### config.mk
export PLATFORM = sky130hd
export DESIGN_NAME = pixel_stream_sink_flat
export DESIGN_NICKNAME = d
export VERILOG_FILES = /design/src/rtl/pixel_stream_pkg.sv /design/src/rtl/pixel_stream_if.sv /design/src/rtl/stall_lfsr.sv /design/src/rtl/pixel_stream_sink.sv /design/src/flat_wrapper.sv
export SDC_FILE = /design/constraint.sdc
export NUM_CORES = 1
export LEC_CHECK = 0
export ABC_AREA = 1
export BUFFER_PORTS_ARGS = -buffer_cell sky130_fd_sc_hd__buf_2
export CORE_ASPECT_RATIO = 1.1
export CORE_MARGIN = 3
export CORE_UTILIZATION = 53
export CTS_CLUSTER_SIZE = 8
export DETAILED_ROUTE_END_ITERATION = 16
export HOLD_SLACK_MARGIN = 0.02
export MAX_ROUTING_LAYER = met4
export PLACE_DENSITY = 0.77
export SYNTH_ARGS = -nofsm -noshare
export SYNTH_HDL_FRONTEND = slang
export SYNTH_SLANG_ARGS = --single-unit
### constraint.sdc
create_clock -name in_stream_aclk -period 3.52 [get_ports in_stream_aclk]
set_input_delay 0.176 -clock in_stream_aclk [delete_from_list [all_inputs] [get_ports in_stream_aclk]]
set_output_delay 0.176 -clock in_stream_aclk [all_outputs]
set_load 0.03 [all_outputs]
### src/rtl/pixel_stream_pkg.sv
// Shared definitions for the pixel stream sink: default frame geometry, FSM state
// encoding, sticky error flag bit positions and small helpers.
package pixel_stream_pkg;

  localparam int unsigned X_SIZE_DEF = 640;
  localparam int unsigned Y_SIZE_DEF = 480;

  typedef enum logic [0:0] {
    ST_WAIT_SOF = 1'b0,
    ST_ACTIVE   = 1'b1
  } state_e;

  // err_flags = {keep, eol_late, eol_early, sof_early, sof_missing}
  localparam int ERR_SOF_MISSING = 0;
  localparam int ERR_SOF_EARLY   = 1;
  localparam int ERR_EOL_EARLY   = 2;
  localparam int ERR_EOL_LATE    = 3;
  localparam int ERR_KEEP        = 4;
  localparam int ERR_W           = 5;

  localparam logic [15:0] LFSR_SEED = 16'hACE1;

  function automatic logic [15:0] sat_inc16(input logic [15:0] v);
    return (v == 16'hFFFF) ? v : v + 16'd1;
  endfunction

endpackage

### src/rtl/pixel_stream_if.sv
// Video stream bus carried into the sink. A beat transfers in the cycle where
// tvalid and tready are both 1; tuser marks start of frame, tlast marks end of line.
interface pixel_stream_if;
  logic [31:0] tdata;
  logic [3:0]  tkeep;
  logic        tvalid;
  logic        tuser;
  logic        tlast;
  logic        tready;

  modport master (
    output tdata, tkeep, tvalid, tuser, tlast,
    input  tready
  );

  modport slave (
    input  tdata, tkeep, tvalid, tuser, tlast,
    output tready
  );
endinterface

### src/rtl/stall_lfsr.sv
// Pseudo-random backpressure source; present only when PIXEL_SINK_STALL_EN is defined.
// 16-bit Fibonacci LFSR (taps 16,14,13,11), stall asserted when the low two bits are 00.
`ifdef PIXEL_SINK_STALL_EN
module stall_lfsr
  import pixel_stream_pkg::*;
(
  input  logic clk,
  input  logic rst,
  output logic stall_o
);

  logic [15:0] lfsr_q;
  logic [15:0] lfsr_d;

  always_comb begin
    lfsr_d = {lfsr_q[14:0], lfsr_q[15] ^ lfsr_q[13] ^ lfsr_q[12] ^ lfsr_q[10]};
  end

  always_ff @(posedge clk or posedge rst) begin
    if (rst) begin
      lfsr_q <= LFSR_SEED;
    end else begin
      lfsr_q <= lfsr_d;
    end
  end

  assign stall_o = (lfsr_q[1:0] == 2'b00);

endmodule
`endif

### src/rtl/pixel_stream_sink.sv
// Pixel stream sink: tracks frame position, checksums frames, counts dropped beats and
// records sticky framing errors. Define PIXEL_SINK_STALL_EN for LFSR-driven backpressure.
module pixel_stream_sink
  import pixel_stream_pkg::*;
#(
  parameter int unsigned X_SIZE = X_SIZE_DEF,
  parameter int unsigned Y_SIZE = Y_SIZE_DEF
) (
  input  logic              in_stream_aclk,
  input  logic              in_stream_areset,
  pixel_stream_if.slave     in_stream,
  input  logic              err_clear,
  output logic [ERR_W-1:0]  err_flags,
  output logic              frame_done,
  output logic [15:0]       frame_count,
  output logic [31:0]       frame_checksum,
  output logic [15:0]       dropped_beats,
  output logic [0:0]        dbg_state_o
);

  localparam int XW = (X_SIZE > 1) ? $clog2(X_SIZE) : 1;
  localparam int YW = (Y_SIZE > 1) ? $clog2(Y_SIZE) : 1;
  localparam logic [XW-1:0] X_LAST = XW'(X_SIZE - 1);
  localparam logic [YW-1:0] Y_LAST = YW'(Y_SIZE - 1);

  localparam logic [0:0] WAIT_SOF = ST_WAIT_SOF;
  localparam logic [0:0] ACTIVE   = ST_ACTIVE;

  logic [0:0]       state_q, state_d;
  logic [XW-1:0]    x_q, x_d;
  logic [YW-1:0]    y_q, y_d;
  logic [31:0]      sum_q, sum_d;
  logic [31:0]      chk_q, chk_d;
  logic [ERR_W-1:0] err_q, err_d;
  logic [15:0]      cnt_q, cnt_d;
  logic [15:0]      drop_q, drop_d;
  logic             done_q, done_d;
  logic [1:0]       rdy_pipe_q;

  logic             stall;
  logic             tready;
  logic             accept;
  logic [XW-1:0]    cur_x;
  logic [YW-1:0]    cur_y;
  logic [31:0]      cur_sum;
  logic             eol;
  logic [ERR_W-1:0] err_new;

`ifdef PIXEL_SINK_STALL_EN
  stall_lfsr u_stall_lfsr (
    .clk     (in_stream_aclk),
    .rst     (in_stream_areset),
    .stall_o (stall)
  );
`else
  assign stall = 1'b0;
`endif

  // Two-stage enable keeps tready low through the first full cycle after reset release.
  assign tready           = rdy_pipe_q[1] & ~stall;
  assign in_stream.tready = tready;
  assign accept           = in_stream.tvalid & tready;

  always_comb begin
    state_d = state_q;
    x_d     = x_q;
    y_d     = y_q;
    sum_d   = sum_q;
    chk_d   = chk_q;
    cnt_d   = cnt_q;
    drop_d  = drop_q;
    done_d  = 1'b0;
    err_new = '0;
    cur_x   = x_q;
    cur_y   = y_q;
    cur_sum = sum_q + in_stream.tdata;
    eol     = 1'b0;

    if (accept) begin
      if (in_stream.tkeep != 4'hF) begin
        err_new[ERR_KEEP] = 1'b1;
      end

      if (state_q == WAIT_SOF && !in_stream.tuser) begin
        err_new[ERR_SOF_MISSING] = 1'b1;
        drop_d = sat_inc16(drop_q);
      end else begin
        // A start-of-frame beat always becomes pixel (0,0) and reseeds the checksum.
        if (in_stream.tuser) begin
          if (state_q == ACTIVE && (x_q != '0 || y_q != '0)) begin
            err_new[ERR_SOF_EARLY] = 1'b1;
          end
          cur_x   = '0;
          cur_y   = '0;
          cur_sum = in_stream.tdata;
        end

        eol = in_stream.tlast || (cur_x == X_LAST);
        if (in_stream.tlast && cur_x != X_LAST) begin
          err_new[ERR_EOL_EARLY] = 1'b1;
        end
        if (!in_stream.tlast && cur_x == X_LAST) begin
          err_new[ERR_EOL_LATE] = 1'b1;
        end

        state_d = ACTIVE;
        sum_d   = cur_sum;
        if (!eol) begin
          x_d = cur_x + 1'b1;
          y_d = cur_y;
        end else if (cur_y == Y_LAST) begin
          state_d = WAIT_SOF;
          x_d     = '0;
          y_d     = '0;
          sum_d   = '0;
          done_d  = 1'b1;
          chk_d   = cur_sum;
          cnt_d   = cnt_q + 16'd1;
        end else begin
          x_d = '0;
          y_d = cur_y + 1'b1;
        end
      end
    end

    // A clear never masks an error detected in the same cycle.
    err_d = (err_q & ~{ERR_W{err_clear}}) | err_new;
  end

  always_ff @(posedge in_stream_aclk or posedge in_stream_areset) begin
    if (in_stream_areset) begin
      state_q    <= WAIT_SOF;
      x_q        <= '0;
      y_q        <= '0;
      sum_q      <= '0;
      chk_q      <= '0;
      err_q      <= '0;
      cnt_q      <= '0;
      drop_q     <= '0;
      done_q     <= 1'b0;
      rdy_pipe_q <= 2'b00;
    end else begin
      state_q    <= state_d;
      x_q        <= x_d;
      y_q        <= y_d;
      sum_q      <= sum_d;
      chk_q      <= chk_d;
      err_q      <= err_d;
      cnt_q      <= cnt_d;
      drop_q     <= drop_d;
      done_q     <= done_d;
      rdy_pipe_q <= {rdy_pipe_q[0], 1'b1};
    end
  end

  assign err_flags      = err_q;
  assign frame_done     = done_q;
  assign frame_count    = cnt_q;
  assign frame_checksum = chk_q;
  assign dropped_beats  = drop_q;
  assign dbg_state_o    = state_q;

endmodule

### src/flat_wrapper.sv
// flat-port wrapper written by rule: the top's interface ports become plain ports
module pixel_stream_sink_flat import pixel_stream_pkg::*;
#(
  parameter int unsigned X_SIZE = X_SIZE_DEF,
  parameter int unsigned Y_SIZE = Y_SIZE_DEF
)
  (in_stream_aclk, in_stream_areset, err_clear, err_flags, frame_done, frame_count, frame_checksum, dropped_beats, dbg_state_o, in_stream_tdata, in_stream_tkeep, in_stream_tvalid, in_stream_tuser, in_stream_tlast, in_stream_tready);
  pixel_stream_if in_stream_i ();
  input  logic in_stream_aclk;
  input  logic in_stream_areset;
  input  logic err_clear;
  output logic [ERR_W-1:0] err_flags;
  output logic frame_done;
  output logic [15:0] frame_count;
  output logic [31:0] frame_checksum;
  output logic [15:0] dropped_beats;
  output logic [0:0] dbg_state_o;
  input wire logic [$bits(in_stream_i.tdata)-1:0] in_stream_tdata;
  input wire logic [$bits(in_stream_i.tkeep)-1:0] in_stream_tkeep;
  input wire logic [$bits(in_stream_i.tvalid)-1:0] in_stream_tvalid;
  input wire logic [$bits(in_stream_i.tuser)-1:0] in_stream_tuser;
  input wire logic [$bits(in_stream_i.tlast)-1:0] in_stream_tlast;
  output wire logic [$bits(in_stream_i.tready)-1:0] in_stream_tready;
  assign in_stream_i.tdata = in_stream_tdata;
  assign in_stream_i.tkeep = in_stream_tkeep;
  assign in_stream_i.tvalid = in_stream_tvalid;
  assign in_stream_i.tuser = in_stream_tuser;
  assign in_stream_i.tlast = in_stream_tlast;
  assign in_stream_tready = in_stream_i.tready;
  pixel_stream_sink #(.X_SIZE(X_SIZE), .Y_SIZE(Y_SIZE)) u_core (.in_stream_aclk(in_stream_aclk), .in_stream_areset(in_stream_areset), .in_stream(in_stream_i), .err_clear(err_clear), .err_flags(err_flags), .frame_done(frame_done), .frame_count(frame_count), .frame_checksum(frame_checksum), .dropped_beats(dropped_beats), .dbg_state_o(dbg_state_o));
endmodule
# == Word-level counts from Yosys, hierarchy flattened ==
# Cells that the tools add are included.
# classes
add_sub_neg,5
eq_ne,5
n_mux,26
bitwise_logic,7
n_reduce_logical,13
# op_table
op,count
$mux 32,3
$mux 9,5
$mux 10,4
$add 16x1->16 const B,2
$add 32x32->32,1
$eq 16x16->1 const B,1
$mux 1,12
$add 10x1->10 const B,1
$eq 10x10->1 const B,1
$ne 10x10->1 const B,1
$reduce_bool 10->1,1
$add 9x1->9 const B,1
$eq 9x9->1 const B,1
$reduce_bool 9->1,1
$and 5x5->5,1
$mux 5,1
$not 5->5,1
$or 5x5->5,1
$logic_and 1x1->1,4
$ne 4x4->1 const B,1
$reduce_and 4->1,1
$mux 3,1
$not 1->1,3
$reduce_and 3->1,1
other kinds (4),6
# word_totals
reg_bits,124
input_bits,42
output_inout_bits,72
elab_cells,66

# == Depth between registers and ports, before layout ==
# depth
ltp_word,10
depth_mapped,16

# == Worst setup path before layout ==
# Ideal clock, no wire load.
# synth_path
path_type,input to register
from,input in_stream_tuser
to,register u_core.sum_q[19]
setup_time_ns,0.117
t_arrival_ns,2.012
required_ns,3.403
path_slack_ns,1.390
path_stages,16
n_path_buf,3
cell_sequence,clkbuf_1 > clkbuf_1 > nor2_1 > ha_1 > inv_1 > nor2_2 > nand4_4 > nor2_4 > nand2_4 > nand2_4 > nand2_4 > nand2_2 > inv_2 > buf_6 > nand3_1 > nand2_1
# synth_between
elab_chain_cells,6
# synth_rtl
item,line_no,text
start: declaration,flat_wrapper.sv:21,input wire logic [$bits(in_stream_i.tuser)-1:0] in_stream_tuser;
$mux 9 / $mux 10 (equally long branches),pixel_stream_sink.sv:89,if (in_stream.tuser) begin
$mux 9 / $mux 10 (equally long branches),pixel_stream_sink.sv:84,if (state_q == WAIT_SOF && !in_stream.tuser) begin
$mux 9 / $mux 10 (equally long branches),pixel_stream_sink.sv:79,if (accept) begin
$eq 9x9->1 / $eq 10x10->1 (equally long branches),"pixel_stream_sink.sv:111, pixel_stream_sink.sv:98",
$mux 32 / $logic_or 1x1->1 (equally long branches),"pixel_stream_sink.sv:111, pixel_stream_sink.sv:98",
$mux 32,pixel_stream_sink.sv:108,if (!eol) begin
end signal: assignment,pixel_stream_sink.sv:146,sum_q <= sum_d;
end: declaration,pixel_stream_sink.sv:32,"logic [31:0] sum_q, sum_d;"
# Several ways; a longest one is shown, not always the timed one. The select of a mux whose other input is x is not followed.
# A chain may end at the register's enable or synchronous reset.

# == Final worst setup path ==
# layout_path
from,register u_core.x_q[0]
to,"register u_core.cnt_q[12], in the netlist u_core.frame_count[12]"
# layout_between
elab_chain_cells,6
# layout_rtl
item,line_no,text
start: declaration,pixel_stream_sink.sv:30,"logic [XW-1:0] x_q, x_d;"
start signal: assignment,pixel_stream_sink.sv:133,x_q <= '0;
start signal: assignment,pixel_stream_sink.sv:144,x_q <= x_d;
$mux 10,pixel_stream_sink.sv:89,
$mux 10,pixel_stream_sink.sv:84,
$mux 10,pixel_stream_sink.sv:79,
$eq 10x10->1,pixel_stream_sink.sv:98,eol = in_stream.tlast || (cur_x == X_LAST);
$logic_or 1x1->1,pixel_stream_sink.sv:98,
$reduce_and 4->1 (no source line),--,
end signal: assignment,pixel_stream_sink.sv:149,cnt_q <= cnt_d;
end: declaration,pixel_stream_sink.sv:35,"logic [15:0] cnt_q, cnt_d;"
# No other way between the ends. The select of a mux whose other input is x is not followed.

==> flow_summary.ini <==
[worst_setup_path]
r2r_start = u_core.x_q[0]
r2r_cells = 11
reg2reg_slack_ns = 0.57
start_kind = flop
cp.arrival_ns = 3.26
path_cells = inv_1 -> nor2_1 -> ha_1 -> inv_1 -> nor2_2 -> nand4_4 -> nor2_4 -> nand2_4 -> nand2_4 -> nand4_4 -> o21ai_0
crit_path_top_delay_cell = nand4_4
path_max_fanout = 68
cp_data_required_time_ns = 3.83
rr_endpoint = u_core.frame_count[12]
crit_type = reg -> reg
endpoint_kind = flop
slowest_delay_ns = 0.75

[layout]
area_delta_synth_final_pct = 15.3
regArea_sq_um = 3100
multi_input_area_sq_um = 4550
diodes = 0
postLayoutCoreUtil_pct = 63.7
layout.nets = 1452
layout-drive-gt1-share_pct = 13.4
fillCellCount = 1483

[timing]
finalCritPeriodShare_pct = 83.8
max_freq_ghz = 0.339
rsz0062_at_grt = no
relSlewSlack_pct = 34.5
timing.final.ws_setup_ns = 0.571
hold_ws_ns = 0.0451
tns_ns = 0
hold_viol = 0
slew_violations = 0
fin_skew_ns = 0.0173
worst_pin_slew_ns = 0.980
setup_viol = 0
fin_crit_ns = 2.95

[power_and_ir_drop]
power_density_nw_per_um2 = 539
peakVddDrop_mv = 0.390
total_leakage_power_nw = 5.51
p_total_mw = 5.29

[floorplanning]
start_util_pct = 55.2
die_area_sq_um = 17600
io_pins = 114
num_rows = 47
die_y_um = 139
die_w_um = 127
core_region_area_sq_um = 15400

[drt]
vias = 8084
vias_per_cell = 5.11
routedWlPerCell_um = 13.6
drc = 0
drt_first_pass_iters = 5
wl_um = 21600
drtAntennaViolNets = 0
drt_iter0_drc = 540

[synthesis]
ys_seq_area_share_pct = 36.5
synth_area_leader_cell = dfrtp_1
netlist_top_cells_area = dfrtp_1, nand2_1, inv_1
ys_types = 37
synth_warnings = 0
synth_edf_count = 0
postSynthAreaPerCell_sq_um = 6.74
yosys.area.top_type_share_pct = 36.5
ys_async_sr_fraction_pct = 100
synthFlopType = dfrtp_1
syn_area_sq_um = 8510
synth.most_common_cell = nand2_1
syn-num-nets = 1340
synth_cells = 1262
yosys-top-cells-count = nand2_1, inv_1, dfrtp_1
synth-seq-cells = 124

[min_path]
hp-class = in -> reg
hold_depth = 4
hold_start = in_stream_tkeep[0]
holdPathEnd = u_core.err_flags[4]

[clock_network]
cts_setup_buffers = 0
cts_tree = yes
insertion_delay_ns = 0.43
clk_pin_slew_ns = 0.06
cts_buffer_depth = 2
cts_buffers = 17
htreeDepth = 4
root_buffer = clkbuf_16
numClockSinks = 124

[global_routing]
groute.usage.overall_pct = 25.9
use_met1_pct = 34.5
grt_max_degree = 69
top_usage_layer = met2
antenna_found_initial = 0
grt_pass1_wl_um = 36800
overflow = 0
global_route.usage.met3_pct = 4.20
grt_pass1_vias = 7694
grt_use_met2_pct = 41.5

[place]
dp_slack_ns = 0.561
dp_hpwl_um = 15800
port_buffers = 113
gp_congestion = 0.972

[flow_run]
max-cap-violations = 0

[outcome]
status = finished clean
==> repair_timing <==
item / 4_1_cts / 5_1_grt
hold buffers: 4 / 0
resized for setup: 0 / 0
hold endpoints to repair: 63 / 0
==> cell type report <==
class | instances | area share, %
clock inverter | 11 | 1.19
clock buffer | 21 | 4.69
timing repair buffer | 122 | 6.68
sequential | 124 | 31.6
multi-input combinational | 928 | 46.4
tap | 196 | 2.50
inverter | 181 | 6.95
==> cells by family after synthesis <==
logic type | count (synthesis) | share of synthesized area, %
simple gates | 738 | 36.9
buf+inv | 210 | 10.0
flops | 124 | 36.5
compound gates | 109 | 6.67
xor+xnor | 42 | 4.32
fa+ha+maj | 36 | 5.38
mux | 2 | 0.235
other cells | 1 | 0.0441
==> registers in the layout, summed over array words and instances (netlist names), 2 cells and up <==
| signal | cells |
|---|---|
| u_core.y_q | 9 |
| u_core.frame_count | 16 |
| u_core.err_flags | 5 |
| u_core.sum_q | 32 |
| u_core.frame_checksum | 32 |
| u_core.dropped_beats | 16 |
| u_core.rdy_pipe_q | 2 |
| u_core.x_q | 10 |
==> through the flow <==
step,area (sq um),instances
finish,9820,1583
global route,9820,1583
CTS,9820,1583
detailed placement,9200,1547
global placement,9200,1547
floorplan,8510,1262
==> critical path: cells and delay by family, from the launching register on <==
family                     cells  cell delay (ns)
DFF                            1             0.34
buffers and inverters          2             0.13
and+or+nand+nor                7             1.62
adders and majority gates      1             0.20
AOI/OAI and AO/OA              1             0.50
==> power breakdown <==
group | internal, mW | leakage [nW] | switching (mW)
registers | 1.59 | 1.66 | 0.124
logic | 0.630 | 3.57 | 1.22
clock network | 1.07 | 0.279 | 0.661
==> cells in the final DEF, fill, tap and decap left out, types with 4 or more instances in the layout <==
cell	Yosys	routed
xor2_1	17	17
buf_2	3	113
nor2_1	82	82
inv_1	174	173
o21ai_1	10	10
nand4_1	21	21
buf_4	0	4
nor3_1	12	12
or2_2	19	19
nor4_1	8	8
ha_1	35	35
xnor2_1	25	25
o21ai_0	61	61
dfrtp_1	124	124
nand3_1	100	100
clkbuf_16	0	17
dlygate4sd3_1	0	4
inv_2	6	6
o22ai_1	5	5
clkinv_2	0	5
a21oi_1	27	27
nand2_1	482	482
==> routing by layer <==
metal / vias up / wire (um)
met2: 152 / 10300
li1: 4193 / -
met3: 25 / 858
met1: 3714 / 10200
met4: 0 / 265
met5: - / 0
==> worst max path at each step <==
stage | from | to | slack (ns) | depth (start not counted)
2_1_floorplan | in_stream_areset | u_core.dbg_state_o | 0.04 | 1
4_1_cts | u_core.x_q[0] | u_core.frame_count[12] | 0.54 | 11
3_5_place_dp | in_stream_tuser | u_core.frame_checksum[0] | 0.56 | 11
5_1_grt | u_core.x_q[0] | u_core.frame_count[12] | 0.25 | 11
3_3_place_gp | in_stream_tuser | u_core.frame_count[13] | 0.73 | 11
6_report | u_core.x_q[0] | u_core.frame_count[12] | 0.57 | 11
Power figures use the tool's default switching activity.
